### src/rtl/ks_pkg.sv
// ks_pkg: shared types, parameter limits and elaboration helpers for the
// pipelined Kogge-Stone adder.
package ks_pkg;

   localparam int WIDTH_MIN = 4;
   localparam int WIDTH_MAX = 64;
   localparam int PIPE_MIN  = 0;

   typedef struct packed {
      logic g;
      logic p;
   } gp_t;

   function automatic int ks_levels(input int width);
      int n;
      n = 0;
      for (int w = 1; w < width; w = w * 2) n++;
      return n;
   endfunction

   // ceil(k*levels/(stages+1)) in integer arithmetic
   function automatic int stage_after_level(input int k, input int stages, input int levels);
      return (k * levels + stages) / (stages + 1);
   endfunction

   function automatic bit level_has_reg(input int level, input int stages, input int levels);
      bit hit;
      hit = 1'b0;
      for (int k = 1; k <= stages; k++)
         if (stage_after_level(k, stages, levels) == level) hit = 1'b1;
      return hit;
   endfunction

   function automatic gp_t gp_merge(input gp_t hi, input gp_t lo);
      gp_t r;
      r.g = hi.g | (hi.p & lo.g);
      r.p = hi.p & lo.p;
      return r;
   endfunction

endpackage

### src/rtl/ks_adder_pipe_level.sv
// ks_prefix_level: one Kogge-Stone (G,P) merge level at distance DIST, with an
// optional elastic register stage (REG=1) carrying data and a valid bit.
module ks_prefix_level
   import ks_pkg::*;
#(
   parameter int WIDTH = 8,
   parameter int DIST  = 1,
   parameter bit REG   = 1'b0
) (
   input  logic             clk,
   input  logic             rst_n,
   input  logic             valid_i,
   output logic             ready_o,
   input  logic [WIDTH-1:0] g_i,
   input  logic [WIDTH-1:0] p_i,
   input  logic [WIDTH-1:0] pb_i,
   input  logic             cin_i,
   output logic             valid_o,
   input  logic             ready_i,
   output logic [WIDTH-1:0] g_o,
   output logic [WIDTH-1:0] p_o,
   output logic [WIDTH-1:0] pb_o,
   output logic             cin_o
);

   gp_t  [WIDTH-1:0] gp_d;
   logic [WIDTH-1:0] g_d;
   logic [WIDTH-1:0] p_d;

   for (genvar i = 0; i < WIDTH; i++) begin : g_bit
      if (i >= DIST) begin : g_merge
         assign gp_d[i] = gp_merge({g_i[i], p_i[i]}, {g_i[i-DIST], p_i[i-DIST]});
      end else begin : g_pass
         assign gp_d[i] = {g_i[i], p_i[i]};
      end
      assign g_d[i] = gp_d[i].g;
      assign p_d[i] = gp_d[i].p;
   end

   if (REG) begin : g_reg
      logic             valid_q;
      logic             cin_q;
      logic [WIDTH-1:0] g_q;
      logic [WIDTH-1:0] p_q;
      logic [WIDTH-1:0] pb_q;
      assign ready_o = !valid_q || ready_i;
      always_ff @(posedge clk or negedge rst_n) begin
         if (!rst_n) begin
            valid_q <= 1'b0;
            cin_q   <= 1'b0;
            g_q     <= '0;
            p_q     <= '0;
            pb_q    <= '0;
         end else if (ready_o) begin
            valid_q <= valid_i;
            if (valid_i) begin
               cin_q <= cin_i;
               g_q   <= g_d;
               p_q   <= p_d;
               pb_q  <= pb_i;
            end
         end
      end
      assign valid_o = valid_q;
      assign g_o     = g_q;
      assign p_o     = p_q;
      assign pb_o    = pb_q;
      assign cin_o   = cin_q;
   end else begin : g_comb
      logic unused_clk;
      assign unused_clk = clk ^ rst_n;
      assign ready_o    = ready_i;
      assign valid_o    = valid_i;
      assign g_o        = g_d;
      assign p_o        = p_d;
      assign pb_o       = pb_i;
      assign cin_o      = cin_i;
   end

endmodule

### src/rtl/ks_adder_pipe.sv
// ks_adder_pipe: elastic pipelined Kogge-Stone adder with multi-word carry chaining.
// Define KS_OVERFLOW_EN to add the registered signed-overflow output out_ovf.
module ks_adder_pipe
   import ks_pkg::*;
#(
   parameter int WIDTH       = 8,
   parameter int PIPE_STAGES = 1
) (
   input  logic             clk,
   input  logic             rst_n,
   input  logic             in_valid,
   output logic             in_ready,
   input  logic [WIDTH-1:0] in_a,
   input  logic [WIDTH-1:0] in_b,
   input  logic             in_cin,
   input  logic             in_first,
   output logic             out_valid,
   input  logic             out_ready,
   output logic [WIDTH-1:0] out_sum,
   output logic             out_cout,
   output logic             busy
`ifdef KS_OVERFLOW_EN
   ,
   output logic             out_ovf
`endif
);

   localparam int LEVELS = ks_levels(WIDTH);

   if (WIDTH < WIDTH_MIN || WIDTH > WIDTH_MAX || (WIDTH & (WIDTH - 1)) != 0 ||
       PIPE_STAGES < PIPE_MIN || PIPE_STAGES > LEVELS) begin : g_bad_param
      $error("ks_adder_pipe: unsupported WIDTH/PIPE_STAGES combination");
   end

   logic [WIDTH-1:0] g   [0:LEVELS];
   logic [WIDTH-1:0] p   [0:LEVELS];
   logic [WIDTH-1:0] pb  [0:LEVELS];
   logic             ci  [0:LEVELS];
   logic             v   [0:LEVELS];
   logic             rdy [0:LEVELS];
   logic [LEVELS-1:0] occ;
   logic             carry_q;
   logic             cin_sel;
   logic             load;
   logic [WIDTH-1:0] sum_d;
   logic             cout_d;
   logic             out_valid_q;
   logic             out_cout_q;
   logic [WIDTH-1:0] out_sum_q;
   logic             unused_p;

   // A chained word may only enter once no earlier word is still in the prefix stages
   assign cin_sel  = in_first ? in_cin : carry_q;
   assign in_ready = rdy[0] && (in_first || !(|occ));
   assign pb[0]    = in_a ^ in_b;
   assign g[0]     = (in_a & in_b) | {{(WIDTH-1){1'b0}}, (in_a[0] ^ in_b[0]) & cin_sel};
   assign p[0]     = {pb[0][WIDTH-1:1], 1'b0};
   assign ci[0]    = cin_sel;
   assign v[0]     = in_valid && in_ready;

   for (genvar j = 0; j < LEVELS; j++) begin : g_lvl
      localparam bit R = level_has_reg(j + 1, PIPE_STAGES, LEVELS);
      ks_prefix_level #(
         .WIDTH (WIDTH),
         .DIST  (1 << j),
         .REG   (R)
      ) u_lvl (
         .clk     (clk),
         .rst_n   (rst_n),
         .valid_i (v[j]),
         .ready_o (rdy[j]),
         .g_i     (g[j]),
         .p_i     (p[j]),
         .pb_i    (pb[j]),
         .cin_i   (ci[j]),
         .valid_o (v[j+1]),
         .ready_i (rdy[j+1]),
         .g_o     (g[j+1]),
         .p_o     (p[j+1]),
         .pb_o    (pb[j+1]),
         .cin_o   (ci[j+1])
      );
      assign occ[j] = R & v[j+1];
   end

   assign rdy[LEVELS] = !out_valid_q || out_ready;
   assign sum_d       = pb[LEVELS] ^ {g[LEVELS][WIDTH-2:0], ci[LEVELS]};
   assign cout_d      = g[LEVELS][WIDTH-1];
   assign load        = rdy[LEVELS] && v[LEVELS];
   assign unused_p    = ^p[LEVELS];

`ifdef KS_OVERFLOW_EN
   logic out_ovf_q;
   assign out_ovf = out_ovf_q;
`endif

   always_ff @(posedge clk or negedge rst_n) begin
      if (!rst_n) begin
         out_valid_q <= 1'b0;
         out_sum_q   <= '0;
         out_cout_q  <= 1'b0;
         carry_q     <= 1'b0;
`ifdef KS_OVERFLOW_EN
         out_ovf_q   <= 1'b0;
`endif
      end else begin
         if (rdy[LEVELS]) out_valid_q <= v[LEVELS];
         if (load) begin
            out_sum_q  <= sum_d;
            out_cout_q <= cout_d;
            carry_q    <= cout_d;
`ifdef KS_OVERFLOW_EN
            out_ovf_q  <= g[LEVELS][WIDTH-1] ^ g[LEVELS][WIDTH-2];
`endif
         end
      end
   end

   assign out_valid = out_valid_q;
   assign out_sum   = out_sum_q;
   assign out_cout  = out_cout_q;
   assign busy      = (|occ) || out_valid_q;

   a_hold_stable: assert property (@(posedge clk) disable iff (!rst_n)
      in_valid && !in_ready |=> in_valid && $stable({in_a, in_b, in_cin, in_first}));

endmodule

### config.mk
export PLATFORM = sky130hd
export DESIGN_NAME = ks_adder_pipe
export DESIGN_NICKNAME = d
export VERILOG_FILES = /design/src/rtl/ks_pkg.sv /design/src/rtl/ks_adder_pipe_level.sv /design/src/rtl/ks_adder_pipe.sv
export SDC_FILE = /design/constraint.sdc
export NUM_CORES = 1
export LEC_CHECK = 0
export CAP_MARGIN = 20
export CORE_MARGIN = 2
export CORE_UTILIZATION = 54
export CTS_CLUSTER_DIAMETER = 200
export DETAILED_ROUTE_END_ITERATION = 10
export PLACE_DENSITY = 0.8
export SKIP_LAST_GASP = 1
export SLEW_MARGIN = 25
export SYNTH_ARGS = -nofsm -noshare
export SYNTH_HDL_FRONTEND = slang
export SYNTH_HIERARCHICAL = 1
export SYNTH_SLANG_ARGS = --single-unit
### constraint.sdc
create_clock -name clk -period 2.4 [get_ports clk]
set_input_delay 0.24 -clock clk [delete_from_list [all_inputs] [get_ports clk]]
set_output_delay 0.24 -clock clk [all_outputs]
set_load 0.005 [all_outputs]
==> results.tsv <==
stage	metric	value	unit
sta	max frequency	497	MHz
power_and_ir_drop	P_leak	1.02	nW
critical_path	R2R depth	6	
drt	final wirelength	3150	µm
critical_path	CP max stage cell	clkdlybuf4s50_1	
cts	Post-CTS Setup Inserts	0	
critical_path	crit path kind	flop to output pin	
cts	H-tree depth	2	
final_layout	Area Overhead vs Synth	12.1	%
flow_run	Max Cap Viol	0	
global_routing	GRT Total Usage	0.183	
drt	drt first pass iters	4	
power_and_ir_drop	share of power burned in registers	0.448	
floorplanning	Initial Util	0.562	
global_routing	largest net degree at the start of global routing	33	
power_and_ir_drop	total power	1.96	mW
sta	RSZ-0062 raised after global routing	false	
sta	Layout Skew	0.0113	ns
placement	Buffers on Ports	33	
synth	Syn. warnings	6	
global_routing	Remaining Overflow, GRT	0	
power_and_ir_drop	Peak VDD IR	0.330	mV
floorplanning	die height	63.2	µm
final_layout	FILL cells	299	
critical_path	CP arrival	1.77	ns
cts	CTS sink cnt	32	
power_and_ir_drop	Pint	1.39	mW
drt	initial DRC count	39	
critical_path	worst reg2reg startpoint	out_valid$_DFFE_PN0P_	
cts	clock latency at the later pin of the worst-skew pair	0.33	ns
drt	via count	1091	
sta	final worst slack	0.386	ns
drt	average wire per standard cell	14.5	µm
final_layout	Antenna Diode Count	0	
worst_hold_path	Min-Delay Path Class	primary input to async pin	
critical_path	CP peak stage delay	0.53	ns
critical_path	CP required	2.16	ns
critical_path	R2R Setup Slk	0.49	ns
placement	Inst Count DP	209	
synth	Synth Area per Inst	11.9	µm²
floorplanning	DIE AREA	3990	µm²
sta	Setup violations, final	0	
cts	CTS tree	built	
global_routing	first-pass GRT wire length	5570	µm
global_routing	antenna violations before repair	0	
sta	WHS	0.307	ns
synth	Mapped Area	1890	µm²
cts	clk buf depth	2	
cts	number of CTS-inserted buffers	5	
drt	# DRC	0	
power_and_ir_drop	P_sw	568	µW
sta	final setup TNS	0	ns
cts	clk root buf	clkbuf_4	
placement	RePlAce Congestion	0.887	
drt	vias per inst	5.03	
power_and_ir_drop	Clock Power Share	0.161	
final_layout	Non-Filler Instances	217	
placement	pre-CTS WS	0.171	ns
sta	Worst slew margin	0.731	
sta	Final Cycle Share	0.839	
critical_path	CP dominant cell by count	nand2b_4	
critical_path	RR Endpoint	g_lvl[1].u_lvl/pb_o[0]$_DFFE_PN0P_	
final_layout	NumNets Final	200	
synth	syn_nets	189	
placement	Detail Placement HPWL	2460	µm
sta	Slew @ Worst Pin	0.403	ns
critical_path	CP bufs+invs	1	
sta	Final Max Tran Viols	0	
cts	hold buffers post-CTS	0	
floorplanning	Core Box Area	3360	µm²
critical_path	CP Capture Type	output pin	
power_and_ir_drop	Comb pwr share	0.391	
floorplanning	Site Rows	21	
sta	Final Hold Vio Count	0	
sta	final critical-path required period	2.01	ns
critical_path	CP cell instances	nand2b_4 > nand2b_4 > a21boi_1 > clkdlybuf4s50_1	
status	status	finished, final reports clean	
cts	clock-pin slew on the worst setup and hold paths	0.10	ns
floorplanning	die width	63.2	µm
floorplanning	io pins	34	
power_and_ir_drop	switching share of total power	0.290	
critical_path	Max FO, Critical Path	10	
critical_path	family with the most delay on the worst path	buffers and inverters	
cts	post-CTS resize count	0	
final_layout	share of layout cells above drive strength 1	0.216	
power_and_ir_drop	Pwr Density	924	nW/µm²
global_routing	number of global-route vias before repair	1158	
critical_path	Setup crit start kind	flop	
synth	Post-Syn Instances	159	
drt	number of routed nets with antenna violations	0	
-- layer usage --
layer / track usage / up-vias / part of all wire
met4: 0.0761 / 0 / 0.011
li1: - / 536 / -
met3: 0.0554 / 4 / 0.038
met5: 0 / - / 0
met2: 0.279 / 31 / 0.49
met1: 0.242 / 520 / 0.46
-- power by group through the flow --
stage | registers [mW] | logic, mW | clock network, mW
floorplan | 0.844 | 0.654 | 0
global placement | 0.878 | 0.755 | 0
detailed placement | 0.889 | 0.778 | 0
CTS | 0.882 | 0.778 | 0.327
global route | 0.906 | 0.838 | 0.355
finish | 0.878 | 0.766 | 0.316
-- worst register-to-register path: stages (launching register included) --
cell and delay (ns):
dfrtp_1 0.42, nand2b_4 0.12, nand2b_4 0.18, a21boi_1 0.20, and2_1 0.16, and2_4 0.34, mux2_2 0.37
-- registers in the layout, summed over array words and instances, names as in the netlist --
| register | cells |
|---|---|
| g_lvl.u_lvl/p_o | 4 |
| carry_q | 1 |
| g_lvl.u_lvl/g_o | 8 |
| g_lvl.u_lvl/cin_o | 1 |
| g_lvl.u_lvl/pb_o | 8 |
| g_lvl.u_lvl/valid_o | 1 |
| out_valid | 1 |
| out_sum | 8 |
-- cell usage in the layout (no fill, tap or decap) --
cell type and instances:
clkdlybuf4s50_1 33, dfrtp_1 32, a21oi_1 18, mux2_4 17
a21o_1 12, xor2_1 8, ha_1 8, and2_1 6
inv_1 5, clkbuf_4 5, nand2_1 5, mux2_2 4
mux2i_1 4, nand2b_4 2, nand2b_1 2, clkinv_2 2
buf_4 2, a21boi_1 1, or2_2 1, nand2_8 1
clkbuf_8 1, and2_2 1, and2_4 1
-- stage by stage --
step | area (µm²) | util
global route | 2120 | 0.631
CTS | 2120 | 0.631
global placement | 2060 | 0.612
floorplan | 1890 | -
finish | 2120 | 0.631
detailed placement | 2060 | 0.612
-- worst max path at each step --
stage,slack [ns],cells after the start,to,from
finish,0.39,4,in_ready,out_valid$_DFFE_PN0P_
global route,0.26,4,in_ready,out_valid$_DFFE_PN0P_
CTS,0.37,4,in_ready,out_valid$_DFFE_PN0P_
detailed placement,0.17,7,g_lvl[1].u_lvl/pb_o[0]$_DFFE_PN0P_,out_ready
global placement,0.22,7,g_lvl[1].u_lvl/pb_o[0]$_DFFE_PN0P_,out_ready
floorplan,0.17,12,g_lvl[1].u_lvl/cin_o$_DFFE_PN0P_,out_valid$_DFFE_PN0P_
-- cell type report --
class                   instances  area [µm²]  area share
clock buffers                   6        51.3      0.0242
flip-flops and latches         32         801       0.378
multi-input cells              91         837       0.395
repair buffers                 35         345       0.163
well taps                      46        57.6      0.0271
clock inverters                 2        10.0     0.00472
inverters                       5        18.8     0.00885
Power figures use the tool's default switching activity.
